**src/rtl/mac_rx_frame_pkg.sv**
```systemverilog
// Shared types and constants for the RMII receive MAC (mac_rx_frame) and its CRC engine.
package mac_rx_pkg;

  typedef enum logic [2:0] {
    IDLE,
    HUNT,
    HEADER,
    PAYLOAD,
    TAIL
  } state_t;

  localparam int          HDR_BYTES   = 14;
  localparam int          PRE_MIN     = 4;
  localparam logic [47:0] BROADCAST   = 48'hFFFF_FFFF_FFFF;
  localparam logic [31:0] CRC_POLY    = 32'h04C1_1DB7;
  localparam logic [31:0] CRC_RESIDUE = 32'hDEBB_20E3;
  localparam logic [1:0]  SFD_DIBIT   = 2'b11;
  localparam logic [1:0]  PRE_DIBIT   = 2'b01;

  function automatic logic [31:0] reflect32(input logic [31:0] v);
    logic [31:0] r;
    for (int i = 0; i < 32; i++) r[i] = v[31-i];
    return r;
  endfunction

endpackage

```
**src/rtl/mac_rx_frame_if.sv**
```systemverilog
// RMII receive pins plus the parsed-frame result bus of mac_rx_frame.
interface mac_rx_frame_if #(
  parameter int PAYLOAD_BYTES = 4,
  parameter int CNT_W         = 16
);
  logic                       crsdv;
  logic [1:0]                 rxd;
  logic [15:0]                ethertype;
  logic [47:0]                src_mac;
  logic [8*PAYLOAD_BYTES-1:0] data;
  logic                       valid;
  logic                       drop;
  logic [CNT_W-1:0]           frames_ok;
  logic [CNT_W-1:0]           frames_bad;

  modport master (
    output crsdv, rxd,
    input  ethertype, src_mac, data, valid, drop, frames_ok, frames_bad
  );

  modport slave (
    input  crsdv, rxd,
    output ethertype, src_mac, data, valid, drop, frames_ok, frames_bad
  );
endinterface

```
**src/rtl/mac_rx_crc32.sv**
```systemverilog
// Reflected CRC-32 engine consuming one RMII dibit (LSB first) per enabled cycle.
// Only compiled when MAC_RX_FCS_CHECK_EN is defined.
`ifdef MAC_RX_FCS_CHECK_EN
module mac_rx_crc32
  import mac_rx_pkg::*;
(
  input  logic        clk,
  input  logic        rst,
  input  logic        clear,
  input  logic        en,
  input  logic [1:0]  dibit,
  output logic [31:0] crc
);
  localparam logic [31:0] POLY_R = reflect32(CRC_POLY);

  logic [31:0] r_crc;

  function automatic logic [31:0] crc_bit(input logic [31:0] c, input logic b);
    return (c[0] ^ b) ? ((c >> 1) ^ POLY_R) : (c >> 1);
  endfunction

  always_ff @(posedge clk or posedge rst) begin
    if (rst)        r_crc <= '1;
    else if (clear) r_crc <= '1;
    else if (en)    r_crc <= crc_bit(crc_bit(r_crc, dibit[0]), dibit[1]);
  end

  assign crc = r_crc;
endmodule
`endif

```
**src/rtl/mac_rx_frame.sv**
```systemverilog
// RMII receive MAC: preamble/SFD hunt, header parse, payload capture, address/type filter.
// Optional FCS check enabled by defining MAC_RX_FCS_CHECK_EN.
module mac_rx_frame
  import mac_rx_pkg::*;
#(
  parameter int          PAYLOAD_BYTES   = 4,
  parameter logic [47:0] MAC_ADDR        = 48'h6969_5A06_5491,
  parameter logic [15:0] ETHERTYPE_MATCH = 16'h88B5,
  parameter int          CNT_W           = 16
) (
  input  logic         clk,
  input  logic         rst,
  mac_rx_frame_if.slave bus
);
  localparam int DW = 8 * PAYLOAD_BYTES;

  state_t           r_state, w_state_nx;
  logic [2:0]       r_pre_cnt;
  logic [1:0]       r_dibit_cnt;
  logic [5:0]       r_byte_cnt;
  logic [5:0]       r_byte;
  logic [47:0]      r_dst, r_src, r_src_out;
  logic [15:0]      r_type, r_type_out;
  logic [DW-1:0]    r_pay, r_data_out;
  logic             r_valid, r_drop;
  logic [CNT_W-1:0] r_ok, r_bad;

  logic       w_in_frame, w_end, w_shift, w_byte_done, w_sfd, w_accept, w_fcs_ok;
  logic [7:0] w_byte;

  assign w_in_frame  = (r_state == HEADER) || (r_state == PAYLOAD) || (r_state == TAIL);
  // End of frame only counts on a byte boundary; mid-byte CRS_DV drops are RMII toggling.
  assign w_end       = w_in_frame && (r_dibit_cnt == 2'd0) && !bus.crsdv;
  assign w_shift     = w_in_frame && !w_end;
  assign w_byte_done = w_shift && (r_dibit_cnt == 2'd3);
  assign w_byte      = {bus.rxd, r_byte};
  assign w_sfd       = (r_state == HUNT) && bus.crsdv && (bus.rxd == SFD_DIBIT) &&
                       (r_pre_cnt >= 3'(PRE_MIN));

`ifdef MAC_RX_FCS_CHECK_EN
  logic [31:0] w_crc;
  mac_rx_crc32 u_crc (
    .clk   (clk),
    .rst   (rst),
    .clear (w_sfd),
    .en    (w_shift),
    .dibit (bus.rxd),
    .crc   (w_crc)
  );
  assign w_fcs_ok = (w_crc == CRC_RESIDUE);
`else
  assign w_fcs_ok = 1'b1;
`endif

  always_comb begin
    w_state_nx = r_state;
    w_accept   = (r_state == TAIL) && w_fcs_ok &&
                 ((r_dst == MAC_ADDR) || (r_dst == BROADCAST)) &&
                 ((ETHERTYPE_MATCH == 16'h0000) || (r_type == ETHERTYPE_MATCH));
    case (r_state)
      IDLE:    if (!bus.crsdv) w_state_nx = HUNT;
      HUNT:    if (w_sfd) w_state_nx = HEADER;
      HEADER:  if (w_end) w_state_nx = IDLE;
               else if (w_byte_done && r_byte_cnt == 6'(HDR_BYTES - 1)) w_state_nx = PAYLOAD;
      PAYLOAD: if (w_end) w_state_nx = IDLE;
               else if (w_byte_done && r_byte_cnt == 6'(PAYLOAD_BYTES - 1)) w_state_nx = TAIL;
      TAIL:    if (w_end) w_state_nx = IDLE;
      default: w_state_nx = IDLE;
    endcase
  end

  always_ff @(posedge clk or posedge rst) begin
    if (rst) r_state <= IDLE;
    else     r_state <= w_state_nx;
  end

  always_ff @(posedge clk or posedge rst) begin
    if (rst) begin
      r_pre_cnt   <= '0;
      r_dibit_cnt <= '0;
      r_byte_cnt  <= '0;
      r_byte      <= '0;
      r_dst       <= '0;
      r_src       <= '0;
      r_type      <= '0;
      r_pay       <= '0;
      r_valid     <= 1'b0;
      r_drop      <= 1'b0;
      r_src_out   <= '0;
      r_type_out  <= '0;
      r_data_out  <= '0;
      r_ok        <= '0;
      r_bad       <= '0;
    end else begin
      // Any non-preamble dibit in HUNT restarts the run; count saturates at PRE_MIN.
      if (r_state == HUNT && bus.crsdv && bus.rxd == PRE_DIBIT) begin
        if (r_pre_cnt < 3'(PRE_MIN)) r_pre_cnt <= r_pre_cnt + 3'd1;
      end else begin
        r_pre_cnt <= '0;
      end

      r_dibit_cnt <= w_shift ? r_dibit_cnt + 2'd1 : 2'd0;
      if (w_shift) r_byte <= w_byte[7:2];

      if (w_sfd) begin
        r_byte_cnt <= '0;
      end else if (w_byte_done && r_state != TAIL) begin
        r_byte_cnt <= (w_state_nx != r_state) ? 6'd0 : r_byte_cnt + 6'd1;
      end

      if (w_byte_done && r_state == HEADER) begin
        if (r_byte_cnt < 6'd6)       r_dst  <= {r_dst[39:0], w_byte};
        else if (r_byte_cnt < 6'd12) r_src  <= {r_src[39:0], w_byte};
        else                         r_type <= {r_type[7:0], w_byte};
      end
      if (w_byte_done && r_state == PAYLOAD) r_pay <= DW'({r_pay, w_byte});

      r_valid <= w_end && w_accept;
      r_drop  <= w_end && !w_accept;
      if (w_end && w_accept) begin
        r_src_out  <= r_src;
        r_type_out <= r_type;
        r_data_out <= r_pay;
        if (r_ok != '1) r_ok <= r_ok + 1'b1;
      end
      if (w_end && !w_accept && r_bad != '1) r_bad <= r_bad + 1'b1;
    end
  end

  assign bus.valid      = r_valid;
  assign bus.drop       = r_drop;
  assign bus.src_mac    = r_src_out;
  assign bus.ethertype  = r_type_out;
  assign bus.data       = r_data_out;
  assign bus.frames_ok  = r_ok;
  assign bus.frames_bad = r_bad;
endmodule
```
**src/flat_wrapper.sv**
```systemverilog
// flat-port wrapper written by rule: the top's interface ports become plain ports
module mac_rx_frame_flat import mac_rx_pkg::*;
#(
  parameter int          PAYLOAD_BYTES   = 4,
  parameter logic [47:0] MAC_ADDR        = 48'h6969_5A06_5491,
  parameter logic [15:0] ETHERTYPE_MATCH = 16'h88B5,
  parameter int          CNT_W           = 16
)
  (clk, rst, bus_crsdv, bus_rxd, bus_ethertype, bus_src_mac, bus_data, bus_valid, bus_drop, bus_frames_ok, bus_frames_bad);
  mac_rx_frame_if #(.PAYLOAD_BYTES(PAYLOAD_BYTES), .CNT_W(CNT_W)) bus_i ();
  input  logic clk;
  input  logic rst;
  input wire logic [$bits(bus_i.crsdv)-1:0] bus_crsdv;
  input wire logic [$bits(bus_i.rxd)-1:0] bus_rxd;
  output wire logic [$bits(bus_i.ethertype)-1:0] bus_ethertype;
  output wire logic [$bits(bus_i.src_mac)-1:0] bus_src_mac;
  output wire logic [$bits(bus_i.data)-1:0] bus_data;
  output wire logic [$bits(bus_i.valid)-1:0] bus_valid;
  output wire logic [$bits(bus_i.drop)-1:0] bus_drop;
  output wire logic [$bits(bus_i.frames_ok)-1:0] bus_frames_ok;
  output wire logic [$bits(bus_i.frames_bad)-1:0] bus_frames_bad;
  assign bus_i.crsdv = bus_crsdv;
  assign bus_i.rxd = bus_rxd;
  assign bus_ethertype = bus_i.ethertype;
  assign bus_src_mac = bus_i.src_mac;
  assign bus_data = bus_i.data;
  assign bus_valid = bus_i.valid;
  assign bus_drop = bus_i.drop;
  assign bus_frames_ok = bus_i.frames_ok;
  assign bus_frames_bad = bus_i.frames_bad;
  mac_rx_frame #(.PAYLOAD_BYTES(PAYLOAD_BYTES), .MAC_ADDR(MAC_ADDR), .ETHERTYPE_MATCH(ETHERTYPE_MATCH), .CNT_W(CNT_W)) u_core (.clk(clk), .rst(rst), .bus(bus_i));
endmodule
```
**config.mk**
```make
export PLATFORM = sky130hd
export DESIGN_NAME = mac_rx_frame_flat
export DESIGN_NICKNAME = d
export VERILOG_FILES = /design/src/rtl/mac_rx_frame_pkg.sv /design/src/rtl/mac_rx_frame_if.sv /design/src/rtl/mac_rx_crc32.sv /design/src/rtl/mac_rx_frame.sv /design/src/flat_wrapper.sv
export SDC_FILE = /design/constraint.sdc
export NUM_CORES = 1
export LEC_CHECK = 0
export ABC_AREA = 1
export CORE_ASPECT_RATIO = 0.9
export CORE_MARGIN = 8
export CORE_UTILIZATION = 61
export DETAILED_ROUTE_END_ITERATION = 12
export PLACE_DENSITY = 0.85
export SYNTH_ARGS = -nofsm -noshare
export SYNTH_HDL_FRONTEND = slang
export SYNTH_SLANG_ARGS = --single-unit
```
**constraint.sdc**
```tcl
create_clock -name clk -period 30 [get_ports clk]
set_clock_uncertainty 0.2 [all_clocks]
set_input_delay 6 -clock clk [delete_from_list [all_inputs] [get_ports clk]]
set_output_delay 6 -clock clk [all_outputs]
set_load 0.03 [all_outputs]
```
==> summary by stage <==
Setup path
The worst path arrival time is just over 9 ns. The critical path contains buffers and inverters numbering 4 combined. The startpoint type of the worst setup path is an input port.

In this run the worst path has a maximum fanout of approximately 130. Among the stages of the critical path, the cell type that occurs most often is sky130_fd_sc_hd__buf_4. The worst setup path is captured at an async pin. Measured in cells, the most critical reg-to-reg path has a length of 11. Traced cell by cell, the critical path runs through clkdlybuf4s50_1, inv_8, buf_4, buf_4. On the critical path, the stage with the largest delay is an instance of sky130_fd_sc_hd__buf_4. The worst setup path is of the input port to async pin kind. The gate family responsible for the most delay along the worst path is buffers and inverters. The slack of the worst reg-to-reg path is between 20 and 30 ns. On the worst path, the slowest cell contributes a delay of approximately 0.9 ns. In this run the critical register-to-register path is captured at u_core.bus.frames_ok[8]. The worst register-to-register path begins at u_core.r_type[10]. The required time of the worst setup path is between 30 and 40 ns.

Timing
The setup-violating endpoint count in the final report is 0. The worst hold slack is 0.267 ns. The clock period could shrink to 8.72 ns. The final critical-path setup slack is ~21 ns. Setup repair after global routing left no endpoint under its margin. Based on the critical path, the design can be clocked at up to ~110 MHz. After routing, the total negative slack on setup checks comes to 0 ns. The final clock period utilization by the worst path is 0.291. The relative max-transition margin is 0.277. The number of max-slew violations in the final report is 0. The final hold violation count is 0. The pin slew with the least headroom to its limit is 1.08 ns.

Drt
The number of routed nets with antenna violations is 0. The total length of routed wires is 28800 µm. Across all layers, the routed design uses 9917 vias.

The number of DRC violations after detailed routing is 0. The first routing iteration left 960 violations. After detailed routing, the number of vias per cell comes to between 5 and 6. The routed length per placed instance is 15.7 µm. The first detailed-routing pass ran for 5 iterations.

Run status
The flow ran to the end, and the final reports show no timing, DRC or antenna violations.

Clocking
The cell at the root of the clock tree is sky130_fd_sc_hd__clkbuf_16. The insertion delay to the later sink of the worst-skew pair is about 0.55 ns. In this run the deepest clock path goes through 3 buffers. CTS built an H-tree with a depth of 1.

Clock-pin slew was measured on the worst setup and hold paths at about 0.06 ns. The count of hold buffers inserted by post-cts repair is 0. The number of buffers inserted to repair setup after CTS is 0. TritonCTS built the clock tree. The number of sinks handled by clock tree synthesis is 294. Counting the buffers created by CTS gives 29. In this run, post-CTS repair resized a total of 0 instances.

Synth
In this run, synthesis produced a sequential element count of between 200 and 300. The synthesized design contains 0 enable-type register cells. Counting every net in the synthesized netlist gives 1448.

Of the post-synthesis cell area, the dominant cell type holds 0.583. Synthesis instantiated 35 different standard cells from the library. The count of mapped cells out of synthesis is approximately 1400.

The async set-reset flop share out of synthesis is 1.00. During synthesis, Yosys emitted a total of 0 warnings. The share of synthesized area occupied by flip-flops and latches is 0.583. The synthesized netlist occupies a cell area of between 10000 and 15000 µm². The most frequently used flop master after synthesis is sky130_fd_sc_hd__dfrtp_1. Ranked by total cell area, the synthesized netlist is headed by sky130_fd_sc_hd__dfrtp_1 (58%), sky130_fd_sc_hd__nand2_1 (13%), sky130_fd_sc_hd__inv_1 (5.3%). The average size of a mapped cell is around 8.8 µm². The library cell occupying the most area in the post-synthesis netlist is sky130_fd_sc_hd__dfrtp_1.

Layout
In the layout the commonest cells are sky130_fd_sc_hd__nand2_1 (432), sky130_fd_sc_hd__dfrtp_1 (294), sky130_fd_sc_hd__inv_1 (176). The final non-filler cell area is about 15000 µm². After the last flow step, the layout net total stands at around 1600. The area growth from synthesis to layout is 19.8%.

The filler cell count is 1400. The share of post-route cells with drive strength above 1 is 0.0620. The number of diodes is 0.

The most common library cell in the layout ignoring fill and taps is sky130_fd_sc_hd__nand2_1.

Die
During I/O placement, the number of pins put on the boundary was ~140. The die area is about 26000 µm². The floorplan step set the die height to 152 µm. Row generation in the floorplan step produced 50 rows. The chip width is between 150 and 200 µm. The initial core utilization is 0.615.

In this run the standard cell core region covers ~21000 µm².

Min path
The type of the worst min-delay path is register to register. The startpoint of the tightest hold check path is u_core.bus.ethertype[5]. The sink of the worst hold path is u_core.bus.ethertype[5]. The cell count of the worst hold path is 1.

Placement
The sum of net half-perimeters after detailed placement is roughly 18000 µm. Port buffering added between 100 and 150 buffers. After detailed placement, the total cell area comes to roughly 14000 µm².

The weighted congestion at the end of routability-driven global placement is 0.909. OpenSTA, run right after detailed placement, puts the worst setup slack at about 20 ns.

Power
In this run the power density over the cells is around 54 nW/µm². Across the VDD grid, the largest voltage drop is ~0.052 mV. Summed over all cells, the static leakage comes to 7.02 nW.

GRT
Entering global routing, the biggest net connects around 130 pins. The first global-routing pass estimated 48400 µm of wire. The number of global-route vias before repair was between 9000 and 10000. The aggregate global routing overflow is 0. The initial antenna violation count is 0. In the global route stage, overall resource usage came out at 0.225.

Flow run
Across the run, the number of max-cap violations was 0.
[cell families after synthesis]
group,Yosys count,synth area share
compound gates,241,0.0991
mux,8,0.00704
simple gates,628,0.205
fa+ha+maj,7,0.00694
xor+xnor,26,0.0181
flops,294,0.583
buf+inv,232,0.0801
[cell usage after synthesis, drive strengths merged (7+ instances only)]
cell type,instances
a21oi,11
buf,30
clkbuf,20
dfrtp,294
ha,7
inv,181
mux2,7
nand2,438
nand3,49
nand4,16
nor2,98
nor3,13
o21ai,220
o21bai,9
or2,8
xnor2,7
xor2,19
[layout make-up]
cell class	count	area, µm²	share of cell area
well taps	260	325	0.0215
multi-input cells	910	4270	0.282
clock inverters	20	304	0.0201
inverters	182	691	0.0457
clock buffers	34	785	0.0519
repair buffers	140	1390	0.0917
flip-flops and latches	294	7360	0.487
[through the flow]
stage                      util  cells  total power, mW
after global placement    0.683   1786            0.415
after CTS                 0.737   1840            0.820
after detailed placement  0.683   1786            0.415
after global routing      0.737   1840            0.837
after floorplan               -   1436            0.412
final                     0.737   1840            0.814
[where the power goes]
group / switching, mW / internal [mW] / total, mW / leakage (nW)
Clock: 0.158 / 0.249 / 0.407 / 0.529
Combinational: 0.00910 / 0.00125 / 0.0103 / 2.67
Sequential: 0.000210 / 0.397 / 0.397 / 3.82
Total: 0.167 / 0.647 / 0.814 / 7.02
[worst max path at each step]
stage / startpoint / end / slack (ns) / cells past startpoint
5_1_grt: rst / u_core.bus.data[22] / 20.74 / 4
3_5_place_dp: rst / u_core.r_pay[22] / 20.54 / 4
2_1_floorplan: rst / u_core.bus.data[0] / 15.68 / 1
4_1_cts: rst / u_core.bus.data[1] / 21.14 / 4
6_report: rst / u_core.r_src[42] / 21.28 / 4
3_3_place_gp: rst / u_core.r_pay[22] / 20.58 / 4
[flip-flops by register name (all words and copies together) (netlist names)]
signal,cells
u_core.bus.data,32
u_core.bus.drop,1
u_core.bus.ethertype,16
u_core.bus.frames_bad,16
u_core.bus.frames_ok,16
u_core.bus.src_mac,48
u_core.bus.valid,1
u_core.r_byte,6
u_core.r_byte_cnt,6
u_core.r_dibit_cnt,2
u_core.r_dst,48
u_core.r_pay,32
u_core.r_pre_cnt,3
u_core.r_src,48
u_core.r_state,3
u_core.r_type,16
[routing by layer]
| layer | track usage | part of all wire | up-vias |
|---|---|---|---|
| li1 | - | - | 4761 |
| met1 | 0.304 | 0.44 | 4793 |
| met2 | 0.367 | 0.48 | 305 |
| met3 | 0.0378 | 0.055 | 58 |
| met4 | 0.0701 | 0.028 | 0 |
| met5 | 0 | 0 | - |
(Power assumes the default switching activity.)
